<file path="src/rtl/muldiv_ctrl.sv">
// muldiv_ctrl: sequencer between the execute stage and the shared multi-cycle
// multiply/divide engine.
//
// Operation:
//   - Accepts a level-held request from the execute stage and latches the
//     operation into the eng_* registers.
//   - Answers the request without the engine when the tuple matches the last
//     engine result, or when it is a divide-by-zero or signed-overflow divide.
//   - Otherwise pulses eng_start_o and waits for eng_done_i.
//   - Returns the result with a one-cycle done_o pulse.
//   - A flush while the engine is busy cancels it with a one-cycle
//     eng_abort_o pulse.
//
// Ports:
//   clk, rst            core clock, asynchronous active-low reset
//   req_i               execute-stage request, held until done_o
//   mul_or_div_i        0 = MUL, 1 = DIV
//   a_i, b_i            operands
//   a_unsigned_i,
//   b_unsigned_i        operand signedness (1 = unsigned)
//   flush_i             kill of the in-flight instruction
//   done_o              one-cycle result-valid pulse
//   result_o            MUL: full product, DIV: {quotient, remainder}
//   stall_o             pipeline hold (combinational)
//   eng_start_o         one-cycle engine start pulse
//   eng_abort_o         one-cycle engine cancel pulse
//   eng_*_o             latched operation presented to the engine
//   eng_done_i          engine completion pulse
//   eng_result_i        engine result, same format as result_o
module muldiv_ctrl #(
    parameter int unsigned DATA_W     = 32,
    parameter bit          CACHE_EN   = 1'b1,
    parameter bit          SPECIAL_EN = 1'b1
) (
    input  logic                  clk,
    input  logic                  rst,
    input  logic                  req_i,
    input  logic                  mul_or_div_i,
    input  logic [DATA_W-1:0]     a_i,
    input  logic [DATA_W-1:0]     b_i,
    input  logic                  a_unsigned_i,
    input  logic                  b_unsigned_i,
    input  logic                  flush_i,
    output logic                  done_o,
    output logic [2*DATA_W-1:0]   result_o,
    output logic                  stall_o,
    output logic                  eng_start_o,
    output logic                  eng_abort_o,
    output logic                  eng_mul_or_div_o,
    output logic [DATA_W-1:0]     eng_a_o,
    output logic [DATA_W-1:0]     eng_b_o,
    output logic                  eng_a_unsigned_o,
    output logic                  eng_b_unsigned_o,
    input  logic                  eng_done_i,
    input  logic [2*DATA_W-1:0]   eng_result_i
);

    localparam int unsigned       RES_W   = 2 * DATA_W;
    localparam logic [DATA_W-1:0] MIN_NEG = {1'b1, {(DATA_W-1){1'b0}}};

    typedef enum logic [1:0] {
        ST_IDLE = 2'd0,
        ST_BUSY = 2'd1,
        ST_DONE = 2'd2
    } state_t;

    state_t             state_q;
    state_t             state_d;
    logic               done_d;
    logic               start_d;
    logic               abort_d;
    logic               latch_en;
    logic               cache_wr;
    logic [RES_W-1:0]   result_d;

    // Last engine result and the operation tuple that produced it
    logic               cache_valid_q;
    logic               cache_mode_q;
    logic [DATA_W-1:0]  cache_a_q;
    logic [DATA_W-1:0]  cache_b_q;
    logic               cache_au_q;
    logic               cache_bu_q;
    logic [RES_W-1:0]   cache_res_q;

    logic               cache_hit_c;
    logic               div_zero_c;
    logic               div_ovf_c;
    logic [RES_W-1:0]   special_res_c;

    // Execute stage drops req_i while done_o is high, so DONE never stalls
    assign stall_o = req_i & ~done_o;

    // Hit only on the full tuple, so MULH->MUL and DIV->REM share one result
    assign cache_hit_c = CACHE_EN && cache_valid_q
                      && (cache_mode_q == mul_or_div_i)
                      && (cache_a_q == a_i) && (cache_b_q == b_i)
                      && (cache_au_q == a_unsigned_i)
                      && (cache_bu_q == b_unsigned_i);

    // RISC-V divide corner cases resolved locally
    assign div_zero_c = SPECIAL_EN && mul_or_div_i && (b_i == '0);
    assign div_ovf_c  = SPECIAL_EN && mul_or_div_i && !a_unsigned_i && !b_unsigned_i
                     && (a_i == MIN_NEG) && (b_i == '1);

    assign special_res_c = div_zero_c ? {{DATA_W{1'b1}}, a_i}
                                      : {MIN_NEG, {DATA_W{1'b0}}};

    // Next-state and next-output decode
    always_comb begin
        state_d  = state_q;
        done_d   = 1'b0;
        start_d  = 1'b0;
        abort_d  = 1'b0;
        latch_en = 1'b0;
        cache_wr = 1'b0;
        result_d = result_o;
        case (state_q)
            ST_IDLE: begin
                if (req_i && !flush_i) begin
                    latch_en = 1'b1;
                    if (cache_hit_c) begin
                        result_d = cache_res_q;
                        done_d   = 1'b1;
                        state_d  = ST_DONE;
                    end else if (div_zero_c || div_ovf_c) begin
                        result_d = special_res_c;
                        done_d   = 1'b1;
                        state_d  = ST_DONE;
                    end else begin
                        start_d  = 1'b1;
                        state_d  = ST_BUSY;
                    end
                end
            end
            ST_BUSY: begin
                // Flush wins over a coincident completion
                if (flush_i) begin
                    abort_d = 1'b1;
                    state_d = ST_IDLE;
                end else if (eng_done_i) begin
                    result_d = eng_result_i;
                    cache_wr = 1'b1;
                    done_d   = 1'b1;
                    state_d  = ST_DONE;
                end
            end
            ST_DONE: begin
                state_d = ST_IDLE;
            end
            default: begin
                state_d = ST_IDLE;
            end
        endcase
    end

    // State, registered outputs, operation latch and result cache
    always_ff @(posedge clk or negedge rst) begin
        if (!rst) begin
            state_q          <= ST_IDLE;
            done_o           <= 1'b0;
            eng_start_o      <= 1'b0;
            eng_abort_o      <= 1'b0;
            result_o         <= '0;
            eng_mul_or_div_o <= 1'b0;
            eng_a_o          <= '0;
            eng_b_o          <= '0;
            eng_a_unsigned_o <= 1'b0;
            eng_b_unsigned_o <= 1'b0;
            cache_valid_q    <= 1'b0;
            cache_mode_q     <= 1'b0;
            cache_a_q        <= '0;
            cache_b_q        <= '0;
            cache_au_q       <= 1'b0;
            cache_bu_q       <= 1'b0;
            cache_res_q      <= '0;
        end else begin
            state_q     <= state_d;
            done_o      <= done_d;
            eng_start_o <= start_d;
            eng_abort_o <= abort_d;
            result_o    <= result_d;
            if (latch_en) begin
                eng_mul_or_div_o <= mul_or_div_i;
                eng_a_o          <= a_i;
                eng_b_o          <= b_i;
                eng_a_unsigned_o <= a_unsigned_i;
                eng_b_unsigned_o <= b_unsigned_i;
            end
            if (cache_wr) begin
                cache_valid_q <= 1'b1;
                cache_mode_q  <= eng_mul_or_div_o;
                cache_a_q     <= eng_a_o;
                cache_b_q     <= eng_b_o;
                cache_au_q    <= eng_a_unsigned_o;
                cache_bu_q    <= eng_b_unsigned_o;
                cache_res_q   <= eng_result_i;
            end
        end
    end

endmodule
</file>
<file path="config.mk">
export PLATFORM = sky130hd
export DESIGN_NAME = muldiv_ctrl
export DESIGN_NICKNAME = d
export VERILOG_FILES = /design/src/rtl/muldiv_ctrl.sv
export SDC_FILE = /design/constraint.sdc
export NUM_CORES = 1
export LEC_CHECK = 0
export ABC_AREA = 1
export BUFFER_PORTS_ARGS = -buffer_cell sky130_fd_sc_hd__buf_2
export CAP_MARGIN = 20
export CORE_MARGIN = 2
export CORE_UTILIZATION = 46
export CTS_CLUSTER_DIAMETER = 40
export DETAILED_ROUTE_END_ITERATION = 16
export PLACE_DENSITY = 0.78
export SLEW_MARGIN = 20
export SYNTH_ARGS = -nofsm -noshare
export SYNTH_HDL_FRONTEND = slang
export SYNTH_SLANG_ARGS = --single-unit
</file>
<file path="constraint.sdc">
create_clock -name clk -period 2.3 [get_ports clk]
set_clock_uncertainty 0.05 [all_clocks]
set_input_delay 0.23 -clock clk [delete_from_list [all_inputs] [get_ports clk]]
set_output_delay 0.23 -clock clk [all_outputs]
set_load 0.01 [all_outputs]
</file>
==> reports/qor.csv <==
metric,value,unit
outcome,completed,
synth.distinct_cells,26,
slew_violations,0,
setup_viol,0,
ir_worst_vdd,0.0005417,V
total_power,17.62,mW
arrival,2540,ps
placed_area,15540,um2
maxCapViolCount,0,
cp-start-kind,primary input,
cp-end-kind,register,
synthesis.area,13580,um2
synth_cells,1828,
leakage,9.959,nW
ys_ff_latch,268,
grtUsageTotal,29.46,%
clk_latency,520,ps
grt_max_degree,135,
finalCriticalPeriod,2204,ps
avgSynthCellArea,7.431,um2
initial_utilization,47.07,%
avgViaCountPerCell,5.357,
fin_nets,2338,
final_cell_area,18300,um2
maxSlewHeadroom,56.34,%
dr.pass1.iters,5,
cp_slowest_stage_delay,570,ps
fin_ws,95.66,ps
numCtsBuffers,40,
die_width,175.8,um
p_switching,5.898,mW
r2r_setup_slack,110,ps
clock_sinks,268,
clkPwrFrac,35.1,%
drive_gt1_share,22.01,%
cts_max_level,2,
switching_share,33.49,%
worstMarginPinSlew,654.9,ps
yosysWarnings,0,
hold_viol_final,0,
gp_congestion,0.9213,
drt_iter0_drc,1571,
clockBufferDepth,3,
clk_pin_slew,50,ps
core.rowCount,62,
fin_util,63.41,%
grt_pass1_vias,13770,
timing.final.crit_share,95.84,%
io_buffers,270,
die_h,175.8,um
drt_wl_total,47.15,mm
io_pins,271,
ant_nets,0,
fillCellCount,2389,
crit_chain,dlygate4sd3_1 -> buf_4 -> inv_1 -> nand2_2 -> nand2_1 -> nor2_1 -> nand2_1 -> nor2_1 -> nand2_2 -> nor2_4 -> buf_12 -> buf_16 -> nand4_1 -> nand2_1 -> nand2_1 -> nand3_1 -> nand2_1,
seq_area_frac_synth,49.37,%
p_int,11.72,mW
hold_path.class,primary input to register,
powerDensity,962.7,nW/um2
coreArea,28860,um2
fmax,453.7,MHz
crit_buf_inv,5,
fin_setup_tns,0,ps
pwr-share-seq,39.5,%
slowest_stage,dlygate4sd3_1,
fin_hold_ws,4.732,ps
path_common_cell,nand2_1,
area_growth_syn_to_layout,34.71,%
p_comb_share,25.5,%
cts_tree,done,
final_cells,2618,
place_ws,-29.98,ps
antenna_found_initial,2,
vias,14030,
crit_family,simple AND/OR/NAND/NOR gates,
cts_root_buf,clkbuf_16,
grt_pass1_wl,72.04,mm
drc,0,
syn_nets,1964,
critical_path_class,primary input to register,
wire_per_inst,18.01,um
dp_cells,2426,
hpwlAfterDp,30.90,mm
worst-path-max-fanout,16,
fp.dieArea,30920,um2
cp.required,2640,ps
gr-total-overflow,0,
## cell type report
| class | count | area [um2] | share of cell area [%] |
|---|---|---|---|
| clock inverter | 22 | 266.5 | 1.457 |
| sequential | 268 | 6706 | 36.65 |
| multi-input combinational | 1262 | 5828 | 31.85 |
| tap | 384 | 480.5 | 2.626 |
| antenna | 3 | 7.507 | 0.04103 |
| clock buffer | 49 | 1086 | 5.935 |
| inverter | 206 | 774.5 | 4.233 |
| timing repair buffer | 424 | 3148 | 17.20 |
## Yosys cell counts
library cell,number,area [um2]
nand2_1,605,2271
dfrtp_1,268,6706
nor2_1,225,844.6
inv_1,170,638.1
nand3_1,115,575.6
o21ai_0,101,505.5
nand4_1,89,556.8
a21oi_1,64,320.3
clkbuf_1,59,221.5
mux2_2,36,405.4
inv_2,35,131.4
buf_2,27,135.1
xnor2_1,9,78.83
nor3_1,7,35.03
buf_6,5,56.30
buf_1,2,7.510
nor2_4,2,22.52
clkinv_1,1,3.750
nand2_2,1,6.260
nand2_4,1,11.26
nand3_4,1,17.52
nor2_2,1,6.260
o21ai_1,1,5.000
o22ai_1,1,6.260
o32ai_1,1,8.760
or2_2,1,6.260
## per-layer routing
metal	routed length (um)	track usage, %	up-vias
li1	-	-	6528
met1	18240	37.50	6485
met2	21670	47.80	842
met3	4673	6.017	170
met4	2569	14.98	0
met5	0	0	-
## cell usage in the layout, fill, tap and decap left out, types with 2 or more instances in the layout
master / instances
clkinvlp_4: 4
bufinv_16: 4
clkbuf_1: 5
dfrtp_1: 268
buf_6: 4
clkinv_2: 4
xnor2_1: 6
dlygate4sd3_1: 105
a21oi_1: 64
nand3_2: 5
buf_4: 24
clkbuf_8: 3
nand2_2: 8
inv_6: 4
o21ai_0: 101
clkinv_4: 5
nand3_1: 109
buf_12: 20
nor2_2: 8
inv_1: 170
nor2_1: 216
mux2_2: 36
nor2_4: 4
inv_2: 34
nand2_4: 3
diode_2: 3
xnor2_2: 3
inv_8: 2
clkbuf_16: 45
nand2_1: 596
nand3_4: 2
nand4_1: 89
nor3_1: 7
buf_2: 264
## registers in the layout (all words and copies together), names as in the netlist
register          flops
eng_a_o              32
cache_a_q            32
cache_valid_q         1
done_o                1
eng_b_unsigned_o      1
cache_bu_q            1
result_o             64
cache_b_q            32
state_q               2
cache_mode_q          1
eng_mul_or_div_o      1
eng_abort_o           1
cache_au_q            1
eng_a_unsigned_o      1
eng_start_o           1
eng_b_o              32
cache_res_q          64
## tightest hold or removal path: stages
cell and delay [ps]:
buf_2 120, inv_2 70, o21ai_0 90
## power groups by stage
stage,registers (mW),clock network [mW],logic (mW)
3_5_place_dp,6.95,0,4.20
3_3_place_gp,6.91,0,4.05
6_report,6.95,6.18,4.49
4_1_cts,6.90,6.23,4.36
5_1_grt,7.11,6.45,5.00
2_1_floorplan,7.04,0,2.25
## path summary, 6_finish.rpt
path,start,endpoint,cells after the start
min in group asynchronous,rst,cache_res_q[48],2
min reg2reg,result_o[14],result_o[14],2
max,a_i[6],result_o[41],17
max in group asynchronous,rst,result_o[34],3
min,b_i[7],eng_b_o[7],3
max reg2reg,cache_b_q[16],result_o[41],12
## what timing repair did
item | CTS | global route
pin swaps | 0 | 18
endpoints found under the setup margin | 23 | 64
buffers inserted | 0 | 7
hold buffers | 104 | 1
endpoints found under the hold margin | 160 | 1
gates resized for setup | 2 | 34
gates cloned | 0 | 6
## logic make-up after synthesis
kind of cell	synth area share, %
flops	49.37
simple gates	32.05
xor+xnor	0.5804
compound gates	6.227
buf+inv	8.788
mux	2.985
(Power assumes the default switching activity.)
